## src/rtl/nn_pkg.sv

```systemverilog
// Shared constants and state encoding for the classifier output path.
// The accelerator top and the frame source use the same definitions.
package nn_pkg;

   localparam int NN_DATA_W      = 32;
   localparam int NN_NUM_CLASSES = 10;
   localparam int NN_IDX_W       = 4;

   typedef enum logic {
      ST_COLLECT = 1'b0,
      ST_HOLD    = 1'b1
   } state_e;

endpackage

```

## src/rtl/nn_score_reader_if.sv

```systemverilog
// Score input stream and result output stream of the score reader.
// The slave modport is the reader side; master is the environment side.
interface nn_score_reader_if
   import nn_pkg::*;
#(
   parameter int DATA_W = NN_DATA_W,
   parameter int IDX_W  = NN_IDX_W
);
   logic              in_valid;
   logic [DATA_W-1:0] in_data;
   logic              in_last;
   logic              in_ready;
   logic              out_valid;
   logic              out_ready;
   logic [IDX_W-1:0]  out_class;
   logic [DATA_W-1:0] out_score;
   logic              out_error;

   modport slave (
      input  in_valid, in_data, in_last, out_ready,
      output in_ready, out_valid, out_class, out_score, out_error
   );

   modport master (
      output in_valid, in_data, in_last, out_ready,
      input  in_ready, out_valid, out_class, out_score, out_error
   );
endinterface

```

## src/rtl/nn_argmax_update.sv

```systemverilog
// Combinational running-argmax step: signed strict compare, first beat loads.
// Strict compare means ties keep the earlier (lower) index.
module nn_argmax_update
   import nn_pkg::*;
#(
   parameter int DATA_W = NN_DATA_W,
   parameter int IDX_W  = NN_IDX_W
) (
   input  logic                     first_i,
   input  logic signed [DATA_W-1:0] max_i,
   input  logic        [IDX_W-1:0]  idx_i,
   input  logic signed [DATA_W-1:0] data_i,
   input  logic        [IDX_W-1:0]  count_i,
   output logic signed [DATA_W-1:0] max_o,
   output logic        [IDX_W-1:0]  idx_o
);

   always_comb begin
      max_o = max_i;
      idx_o = idx_i;
      if (first_i || (data_i > max_i)) begin
         max_o = data_i;
         idx_o = count_i;
      end
   end

endmodule

```

## src/rtl/nn_score_reader.sv

```systemverilog
// Buffers one frame of class scores, tracks the argmax and holds the result
// until the downstream handshake; one bubble cycle separates frames.
module nn_score_reader
   import nn_pkg::*;
#(
   parameter int DATA_W      = NN_DATA_W,
   parameter int NUM_CLASSES = NN_NUM_CLASSES,
   parameter int IDX_W       = NN_IDX_W,
   parameter int CNT_W       = 16
) (
   input  logic                 clock,
   input  logic                 rst,
   nn_score_reader_if.slave     bus,
   input  logic [IDX_W-1:0]     rd_idx,
   output logic [DATA_W-1:0]    rd_data,
   output logic [CNT_W-1:0]     frame_count
);

   localparam logic [IDX_W-1:0] LAST_IDX = IDX_W'(NUM_CLASSES - 1);
   localparam logic [IDX_W-1:0] NUM_IDX  = IDX_W'(NUM_CLASSES);

   state_e                     state_q;
   logic        [IDX_W-1:0]    count_q;
   logic signed [DATA_W-1:0]   max_q;
   logic        [IDX_W-1:0]    idx_q;
   logic                       err_q;
   logic        [CNT_W-1:0]    fc_q;
   logic signed [DATA_W-1:0]   buf_q [NUM_CLASSES];

   logic signed [DATA_W-1:0]   max_d;
   logic        [IDX_W-1:0]    idx_d;
   logic                       accept;
   logic                       at_last;

   assign accept  = bus.in_valid && (state_q == ST_COLLECT);
   assign at_last = (count_q == LAST_IDX);

   nn_argmax_update #(
      .DATA_W (DATA_W),
      .IDX_W  (IDX_W)
   ) u_argmax (
      .first_i (count_q == '0),
      .max_i   (max_q),
      .idx_i   (idx_q),
      .data_i  ($signed(bus.in_data)),
      .count_i (count_q),
      .max_o   (max_d),
      .idx_o   (idx_d)
   );

   always_ff @(posedge clock) begin
      if (!rst) begin
         state_q <= ST_COLLECT;
         count_q <= '0;
         max_q   <= '0;
         idx_q   <= '0;
         err_q   <= 1'b0;
         fc_q    <= '0;
         for (int i = 0; i < NUM_CLASSES; i++) begin
            buf_q[i] <= '0;
         end
      end else begin
         case (state_q)
            ST_COLLECT: begin
               if (accept) begin
                  buf_q[count_q] <= $signed(bus.in_data);
                  max_q          <= max_d;
                  idx_q          <= idx_d;
                  count_q        <= count_q + 1'b1;
                  // A frame ends on in_last or on the last slot, whichever comes first.
                  if (bus.in_last || at_last) begin
                     state_q <= ST_HOLD;
                     err_q   <= (bus.in_last != at_last);
                  end
               end
            end
            ST_HOLD: begin
               if (bus.out_ready) begin
                  fc_q    <= fc_q + 1'b1;
                  count_q <= '0;
                  max_q   <= '0;
                  idx_q   <= '0;
                  err_q   <= 1'b0;
                  state_q <= ST_COLLECT;
               end
            end
            default: state_q <= ST_COLLECT;
         endcase
      end
   end

   assign bus.in_ready  = (state_q == ST_COLLECT);
   assign bus.out_valid = (state_q == ST_HOLD);
   assign bus.out_class = idx_q;
   assign bus.out_score = max_q;
   assign bus.out_error = err_q;
   assign frame_count   = fc_q;

   assign rd_data = (rd_idx < NUM_IDX) ? buf_q[rd_idx] : '0;

endmodule

```

## src/flat_wrapper.sv

```systemverilog
// flat-port wrapper written by rule: the top's interface ports become plain ports
module nn_score_reader_flat import nn_pkg::*;
#(
   parameter int DATA_W      = NN_DATA_W,
   parameter int NUM_CLASSES = NN_NUM_CLASSES,
   parameter int IDX_W       = NN_IDX_W,
   parameter int CNT_W       = 16
)
  (clock, rst, rd_idx, rd_data, frame_count, bus_in_valid, bus_in_data, bus_in_last, bus_out_ready, bus_in_ready, bus_out_valid, bus_out_class, bus_out_score, bus_out_error);
  nn_score_reader_if #(.DATA_W(DATA_W), .IDX_W(IDX_W)) bus_i ();
  input  logic clock;
  input  logic rst;
  input  logic [IDX_W-1:0] rd_idx;
  output logic [DATA_W-1:0] rd_data;
  output logic [CNT_W-1:0] frame_count;
  input wire logic [$bits(bus_i.in_valid)-1:0] bus_in_valid;
  input wire logic [$bits(bus_i.in_data)-1:0] bus_in_data;
  input wire logic [$bits(bus_i.in_last)-1:0] bus_in_last;
  input wire logic [$bits(bus_i.out_ready)-1:0] bus_out_ready;
  output wire logic [$bits(bus_i.in_ready)-1:0] bus_in_ready;
  output wire logic [$bits(bus_i.out_valid)-1:0] bus_out_valid;
  output wire logic [$bits(bus_i.out_class)-1:0] bus_out_class;
  output wire logic [$bits(bus_i.out_score)-1:0] bus_out_score;
  output wire logic [$bits(bus_i.out_error)-1:0] bus_out_error;
  assign bus_i.in_valid = bus_in_valid;
  assign bus_i.in_data = bus_in_data;
  assign bus_i.in_last = bus_in_last;
  assign bus_i.out_ready = bus_out_ready;
  assign bus_in_ready = bus_i.in_ready;
  assign bus_out_valid = bus_i.out_valid;
  assign bus_out_class = bus_i.out_class;
  assign bus_out_score = bus_i.out_score;
  assign bus_out_error = bus_i.out_error;
  nn_score_reader #(.DATA_W(DATA_W), .NUM_CLASSES(NUM_CLASSES), .IDX_W(IDX_W), .CNT_W(CNT_W)) u_core (.clock(clock), .rst(rst), .bus(bus_i), .rd_idx(rd_idx), .rd_data(rd_data), .frame_count(frame_count));
endmodule
```

## config.mk

```make
export PLATFORM = sky130hd
export DESIGN_NAME = nn_score_reader_flat
export DESIGN_NICKNAME = d
export VERILOG_FILES = /design/src/rtl/nn_pkg.sv /design/src/rtl/nn_score_reader_if.sv /design/src/rtl/nn_argmax_update.sv /design/src/rtl/nn_score_reader.sv /design/src/flat_wrapper.sv
export SDC_FILE = /design/constraint.sdc
export NUM_CORES = 1
export LEC_CHECK = 0
export CAP_MARGIN = 20
export CORE_AREA = 2 2 233 235
export CTS_CLUSTER_SIZE = 20
export DETAILED_ROUTE_END_ITERATION = 8
export DIE_AREA = 0 0 235 237
export HOLD_SLACK_MARGIN = 0.06
export PLACE_DENSITY = 0.54
export REMOVE_ABC_BUFFERS = 1
export SLEW_MARGIN = 0
export SYNTH_ARGS = -nofsm -noshare
export SYNTH_HDL_FRONTEND = slang
export SYNTH_SLANG_ARGS = --single-unit
```

## constraint.sdc

```tcl
create_clock -name clock -period 7.1 [get_ports clock]
set_input_delay 2.13 -clock clock [delete_from_list [all_inputs] [get_ports clock]]
set_output_delay 2.13 -clock clock [all_outputs]
set_load 0.005 [all_outputs]
```

-- Word-level counts from Yosys, hierarchy flattened
Memory sizes are Yosys's and may differ from the RTL's.
Index checks and enable logic that the tools add are counted.
- register bits: 58
- input bits: 41
- output and inout port bits: 87
- bits in writable memories: 320
- memories kept: 1
- word-level logic and storage cells: 54
- bitwise operators: 1
- equality and inequality tests: 6
- muxes and demuxes: 27
- reduce and logical (&&, ||, !) cells: 9
- add/subtract/negate cells: 2
- order comparisons: 2
- memory list (name ; words ; bits a word ; rd ports ; clocked after Yosys merged registers in ; wr ports ; RTL line ; text):
    u_core.buf_q ; 10 ; 32 ; 1 ; 0 ; 10 ; nn_score_reader.sv:28 ; logic signed [DATA_W-1:0] buf_q [NUM_CLASSES];
- operators with widths (cell ; number):
    $mux 32 ; 5
    $pmux 32 s2 ; 1
    $gt 32x32->1 ; 1
    $reduce_or 32->1 ; 1
    $mux 4 ; 5
    $add 16x1->16 const B ; 1
    $pmux 4 s2 ; 2
    $mux 1 ; 12
    $ne 2x1->1 const B ; 3
    $reduce_and 3->1 ; 2
    $add 4x1->4 const B ; 1
    $eq 4x4->1 const B ; 1
    $logic_not 4->1 ; 1
    $lt 4x4->1 const B ; 1
    $pmux 1 s2 ; 2
    $reduce_and 2->1 ; 2
    $logic_or 1x1->1 ; 2
    $ne 2x2->1 const B ; 1
    $logic_and 1x1->1 ; 1
    $ne 1x1->1 ; 1
    $not 1->1 ; 1

-- Depth between registers and ports, before layout
Gate-level depths: netlist (run 1).
- word-level depth: 8
- mapped depth: 11
- gate-level depth less buffers: 9

-- By module
From an unflattened synthesis (run 1), not the netlist that was laid out.
- cell total of the unflattened synthesis: 1284
- area, all modules: 17641.9 um2
- by module, submodules not included (module ; times used ; sequential area each (um2) ; area an instance (um2) ; cells each):
    nn_score_reader ; 1 ; 10770.3 ; 16183.0 ; 1127
    nn_argmax_update ; 1 ; 0.0 ; 1458.9 ; 157

-- Least setup slack after synthesis (run 1)
Ideal clock, no wire load.
- path kind: input to register
- start: input bus_in_valid
- end: memory u_core.buf_q[9][0] (netlist name) (enable)
- cell stages on the path: 2
- data required time: 6.589 ns
- library setup time: 0.511 ns
- path buffers: 0
- slack: 0.971 ns
- arrival time: 5.618 ns
- path through: nand2_1 o41ai_1
- RTL lines (what ; RTL line ; text):
    start, declared ; flat_wrapper.sv:16 ; input wire logic [$bits(bus_i.in_valid)-1:0] bus_in_valid;
    end, declared ; nn_score_reader.sv:28 ;

-- Worst setup path in the final report (run 1)
- start: input rd_idx[2]
- end: output rd_data[8]
- word-level cells in the longest chain between the ends: 2
- elaborated cells on any way between the ends: 3
- those cells by class: 1 x order compare; 1 x mux; 1 x memory
- RTL lines (what ; RTL line ; text):
    start, declared ; flat_wrapper.sv:13 ; input logic [IDX_W-1:0] rd_idx;
    $mem_v2 10x32 / $lt 4x4->1 (equally long branches) ; -- ;
    $mux 32 (*) ; nn_score_reader.sv:99 ; assign rd_data = (rd_idx < NUM_IDX) ? buf_q[rd_idx] : '0;
    end, declared ; flat_wrapper.sv:14 ; output logic [DATA_W-1:0] rd_data;
Every way passes the cells marked *; elsewhere a longest branch is shown, timed or not.

==> results.yml, run 1 <==
outcome:
  status: "completed"
drt:
  drtPass1Iterations: 5
  vias: 11007
  antenna_left: 0
  drt_iter0_drc: 1009
  wl_per_cell_um: 22.6
  totalWireLength_um: 49300
  drc: 0
  vias_per_cell: 5.04
logic_synthesis:
  ys.flop_type: "edfxtp_1"
  synth_top_family_by_area: "simple AND/OR/NAND/NOR gates"
  synth-compound-area-share_pct: 6.15
  yosysWarnings: 0
  synth_fa_ha_area_share_pct: 2.66
  synth_cells: 1328
  synth_edf_count: 320
  synth.yosys.seq_area_share_pct: 61.9
  synth_mux_area_share_pct: 10.5
  synth_cell_types: 50
  synth_xor_area_share_pct: 0.755
  ys_seq_elements: 378
  syn_area_mm2: 0.0174
  syn_avg_cell_area_um2: 13.1
  yosys.area_share.simple_pct: 14.2
  async_flop_share_pct: 0
floorplanning:
  core_area_mm2: 0.0533
  die_w_um: 235
  start_util_pct: 32.7
  dieArea_mm2: 0.0557
  ios: 128
  std_cell_rows: 85
  die_h_um: 237
worst_setup_path:
  critical_path_class: "input port to primary output"
  cp_data_arrival_time_ns: 4.13
  critical_path.most_common_cell: "clkdlybuf4s50_1"
  max_stage_delay_ns: 0.59
  start_kind: "input port"
  required_ns: 4.97
  path_buf_inv: 3
  path_cells: "clkdlybuf4s50_1 -> nor2b_2 -> buf_4 -> nand2_1 -> o21ai_0 -> clkdlybuf4s50_1"
  cp_max_fo: 32
  cp-end-kind: "primary output"
  slowest_stage: "clkdlybuf4s50_1"
  path_delay_family: "buffers and inverters"
min_path:
  hp-class: "register to register"
final_layout:
  layout_common_cells: "edfxtp_1 (320), and2_1 (179), nor2_1 (138), nand2_1 (130), clkdlybuf4s50_1 (124)"
  nets: 1531
  nFillCells: 4996
  final_common_cell: "edfxtp_1"
  final_layout_size_suffix_gt1_share_pct: 16.8
  n_antenna_cell: 0
  areaGrowthSynthToFinish_pct: 20.5
sta:
  skew_ns: 0.0140
  setup_viol: 0
  drv_slew: 0
  fmax_mhz: 160
  hold_viol: 0
  max-slew-margin-rel_pct: 27.6
  min_period_ns: 6.26
  tightest_slew_ns: 1.08
  fin_setup_tns_ns: 0
  rsz0062_at_grt: "false"
  finalCritPeriodShare_pct: 88.2
clock_tree:
  clk_pin_slew_ns: 0.06
  insertion_delay_ns: 0.56
  cts_hold_buf: 0
  root_buffer: "clkbuf_16"
  tritoncts: "done"
  post_cts_buffers: 0
  cts.path.max_buffers: 3
  post_cts_resized: 0
  cts_sinks: 378
  htreeDepth: 2
  numCtsBuffers: 44
placement:
  port-buffer-count: 127
  gp_congestion: 0.742
  dp_hpwl_um: 29700
power_and_ir_drop:
  power.leakage_nw: 7.61
  p_clk_share_pct: 41.5
  power_density_mw_per_mm2: 254
  internal-power_mw: 4.06
  pwr-share-seq_pct: 47.8
  ir_worst_vdd_mv: 0.135
  total_power_mw: 5.32
  switchingPower_mw: 1.26
  switching_share_pct: 23.7
  pwr-share-comb_pct: 10.7
global_route:
  grt-ovfl-total: 0
  grt.total_usage_pct: 17.7
  antenna_found_initial: 2
  grt_max_degree: 37
  grt_pass1_wl_um: 73500
  grt_pass1_vias: 11203
run:
  max-cap-violations: 0
cell usage after synthesis, drive strengths merged (2+ instances only):
cell type / n / share of area (%)
mux2: 32 / 2.1
and3: 3 / 0.11
nor2: 140 / 3.0
or3: 2 / 0.072
o21ai: 41 / 1.2
nor4: 5 / 0.22
a31o: 2 / 0.10
xor2: 3 / 0.15
a21o: 4 / 0.17
mux4: 64 / 8.3
nand2b: 7 / 0.25
a22oi: 33 / 1.4
nor3: 6 / 0.17
nor2b: 7 / 0.27
o21a: 2 / 0.086
nand4: 7 / 0.29
mux2i: 2 / 0.12
clkbuf: 65 / 1.4
dfxtp: 58 / 6.7
edfxtp: 320 / 55
a21boi: 2 / 0.086
ha: 37 / 2.7
nand3: 13 / 0.37
inv: 74 / 1.6
a21oi: 14 / 0.40
or2: 2 / 0.072
o22ai: 34 / 2.3
nand2: 130 / 2.8
xnor2: 12 / 0.60
and2: 180 / 6.5
buf: 19 / 0.84
state kept, by name (all words and copies together), names as in the netlist:
signal,flops
u_core.buf_q,320
u_core.bus.out_score,32
u_core.bus.out_error,1
u_core.bus.out_valid,1
u_core.bus.out_class,4
u_core.count_q,4
u_core.frame_count,16
path summary, 6_finish.rpt:
check                          startpoint                 endpoint  slack [ns]  cells past startpoint
setup / recovery                rd_idx[2]               rd_data[8]        0.84                      6
hold / removal    u_core.bus.out_class[2]  u_core.bus.out_class[2]        0.46                      2
setup reg to reg     u_core.bus.out_valid      u_core.buf_q[5][14]        3.63                      6
hold reg to reg   u_core.bus.out_class[2]  u_core.bus.out_class[2]        0.46                      2
per-layer routing:
layer	GRT usage, %	vias up	wire length, um
met5	0	-	11
met4	4.89	2	984
met3	3.47	61	3370
met2	27.6	379	22300
met1	25.2	5568	22700
li1	-	4997	-
final cells by class:
cell class / instances / area [um^2] / area share [%]
sequential: 378 / 10800 / 51.4
inverter: 74 / 278 / 1.32
clock inverter: 17 / 156 / 0.746
multi-input combinational: 792 / 6030 / 28.8
timing repair buffer: 163 / 1630 / 7.79
tap: 696 / 871 / 4.15
clock buffer: 62 / 1230 / 5.87
stage by stage:
step	hold slack (ns)	worst slack [ns]	utilization [%]	instances	instance area (um^2)
4_1_cts	0.466	0.786	39.3	2181	20900
6_report	0.462	0.841	39.4	2182	21000
2_1_floorplan	0.451	0.971	-	1244	17000
3_5_place_dp	0.453	0.809	36.7	2102	19600
3_3_place_gp	0.457	0.761	36.7	2102	19600
5_1_grt	0.496	0.713	39.4	2182	21000
power by group through the flow:
stage / Sequential (mW) / Clock (mW) / Combinational (mW)
final: 2.54 / 2.21 / 0.571
after global placement: 2.59 / 0 / 0.575
after global routing: 2.55 / 2.34 / 0.619
after floorplan: 2.58 / 0 / 0.273
after detailed placement: 2.59 / 0 / 0.575
after CTS: 2.54 / 2.25 / 0.578
worst register-to-register path: cells and delay by family, from the launching register on:
family        cells  cell delay, ns
simple gates      5            2.26
flops             1            0.38
buf+inv           1            0.46
cell families (layout without fill, tap and decap cells):
group                      count (synthesis)  after routing
DFF                                      378            378
and+or+nand+nor                          504            504
buffers and inverters                    158            316
xor gates and xnor gates                  15             15
AOI/OAI and AO/OA                        138            138
adders and majority gates                 37             37
muxes                                     98             98
Power figures use the tool's default switching activity.
==> run 2, diff against run 1 <==
Settings changed: GPL_TIMING_DRIVEN set to 0.
==> results.yml, run 2 (synthesis gave the netlist of run 1 again) <==
outcome:
  status: "completed"
worst_setup_path:
  cp-end-kind: "primary output"
  cp_data_arrival_time_ns: 4.85
  timing.rr.start: "u_core.bus.out_valid"
  r2r_slack_ns: 3.76
  cp_max_fo: 33
  required_ns: 4.97
  reg2reg_depth: 6
  r2r_end: "u_core.buf_q[5][29]"
  setup.worst_path.end: "rd_data[8]"
  critical_path_class: "input port to primary output"
  critical_path.startpoint: "rd_idx[2]"
  start_kind: "input port"
sta:
  rsz0062_at_grt: "false"
  max-slew-margin-rel_pct: 31.2
  fmax_mhz: 143
  min_period_ns: 6.98
  tightest_slew_ns: 1.03
  holdWs_ns: 0.462
  skew_ns: 0.0118
  finalCritPeriodShare_pct: 98.2
  fin_setup_tns_ns: 0
  finalWorstSetupSlack_ns: 0.125
  drv_slew: 0
  setup_viol: 0
  hold_viol: 0
floorplanning:
  start_util_pct: 32.7
  die_w_um: 235
  die_h_um: 237
  ios: 128
  std_cell_rows: 85
  core_area_mm2: 0.0533
  dieArea_mm2: 0.0557
drt:
  vias_per_cell: 5.09
  drc: 0
  drt_iter0_drc: 817
  antenna_left: 0
  totalWireLength_um: 50600
  vias: 11172
  drtPass1Iterations: 5
  wl_per_cell_um: 23.1
min_path:
  hp-start: "u_core.bus.out_class[2]"
  whs_path_depth: 2
  hp-class: "register to register"
clock_tree:
  post_cts_resized: 0
  clk_pin_slew_ns: 0.06
  numCtsBuffers: 44
  tritoncts: "done"
  cts_sinks: 378
  post_cts_buffers: 2
  cts.path.max_buffers: 3
  root_buffer: "clkbuf_16"
  htreeDepth: 2
  cts_hold_buf: 0
  insertion_delay_ns: 0.57
placement:
  placed_cells: 2111
  port-buffer-count: 127
  pre_cts_ws_ns: -0.0853
  gp_congestion: 0.744
  dp_hpwl_um: 33100
global_route:
  grt_pass1_vias: 11624
  grt-ovfl-total: 0
  antenna_found_initial: 2
  grt_pass1_wl_um: 75700
  grt_max_degree: 64
  grt.total_usage_pct: 18.3
power_and_ir_drop:
  power.leakage_nw: 7.78
  total_power_mw: 5.34
  ir_worst_vdd_mv: 0.147
  power_density_mw_per_mm2: 250
final_layout:
  areaGrowthSynthToFinish_pct: 22.8
  final_common_cell: "edfxtp_1"
  final_cells: 2194
  final_layout_size_suffix_gt1_share_pct: 17.9
  largest-register: "u_core.buf_q"
  largest_register_ff_count: 320
  layout_common_cells: "edfxtp_1 (320), and2_1 (178), nor2_1 (138), nand2_1 (126), clkdlybuf4s50_1 (123)"
  nets: 1541
run:
  max-cap-violations: 0
==> run 2: changes by cell type in the layout (fill, tap and decap cells not counted), moves of 4 or more <==
cell,change
buf_4,-16
buf_16,+9
buf_12,+8
buf_6,+8
clkinv_1,+6
clkbuf_1,-4
nand2_1,-4
nand2_2,+4
==> run 2: power breakdown <==
| group | total, mW | leakage (nW) | switching (mW) | internal (mW) |
|---|---|---|---|---|
| Clock | 2.20 | 0.672 | 0.911 | 1.29 |
| Sequential | 2.54 | 3.79 | 0.0349 | 2.51 |
| Combinational | 0.598 | 3.32 | 0.337 | 0.262 |
==> run 2: area by class of cell <==
cell class              count  area, um^2
diodes                      2        5.00
clock buffers              56        1190
clock inverters            23         186
fillers                  4953       31900
inverters                  74         278
multi-input cells         792        6060
flip-flops and latches    378       10800
well taps                 696         871
repair buffers            173        2020
==> run 2: how the worst min path moves through the flow <==
stage / to / slack (ns)
global route: u_core.bus.out_class[3] / 0.50
finish: u_core.bus.out_class[2] / 0.46
floorplan: u_core.bus.out_class[2] / 0.45
global placement: u_core.bus.out_class[3] / 0.45
detailed placement: u_core.bus.out_class[2] / 0.46
CTS: u_core.bus.out_class[2] / 0.47
==> run 2: metal layers <==
metal | share of wire, % | up-vias | track usage [%]
li1 | - | 5034 | -
met4 | 2.0 | 2 | 5.39
met2 | 46 | 426 | 28.4
met5 | 0.020 | - | 0
met1 | 44 | 5640 | 25.4
met3 | 7.9 | 70 | 4.28
==> run 2: worst max-delay path: stages <==
cell             delay (ns)
buf_2                  0.70
nor2b_4                0.76
buf_16                 0.24
nand2_1                0.06
o21ai_0                0.28
clkdlybuf4s50_1        0.63
==> run 2: per-stage QoR <==
stage | util (%) | instance area, um^2
global route | 40.1 | 21400
detailed placement | 37.5 | 20000
CTS | 40.1 | 21400
finish | 40.1 | 21400
global placement | 35.9 | 19100
floorplan | - | 17000
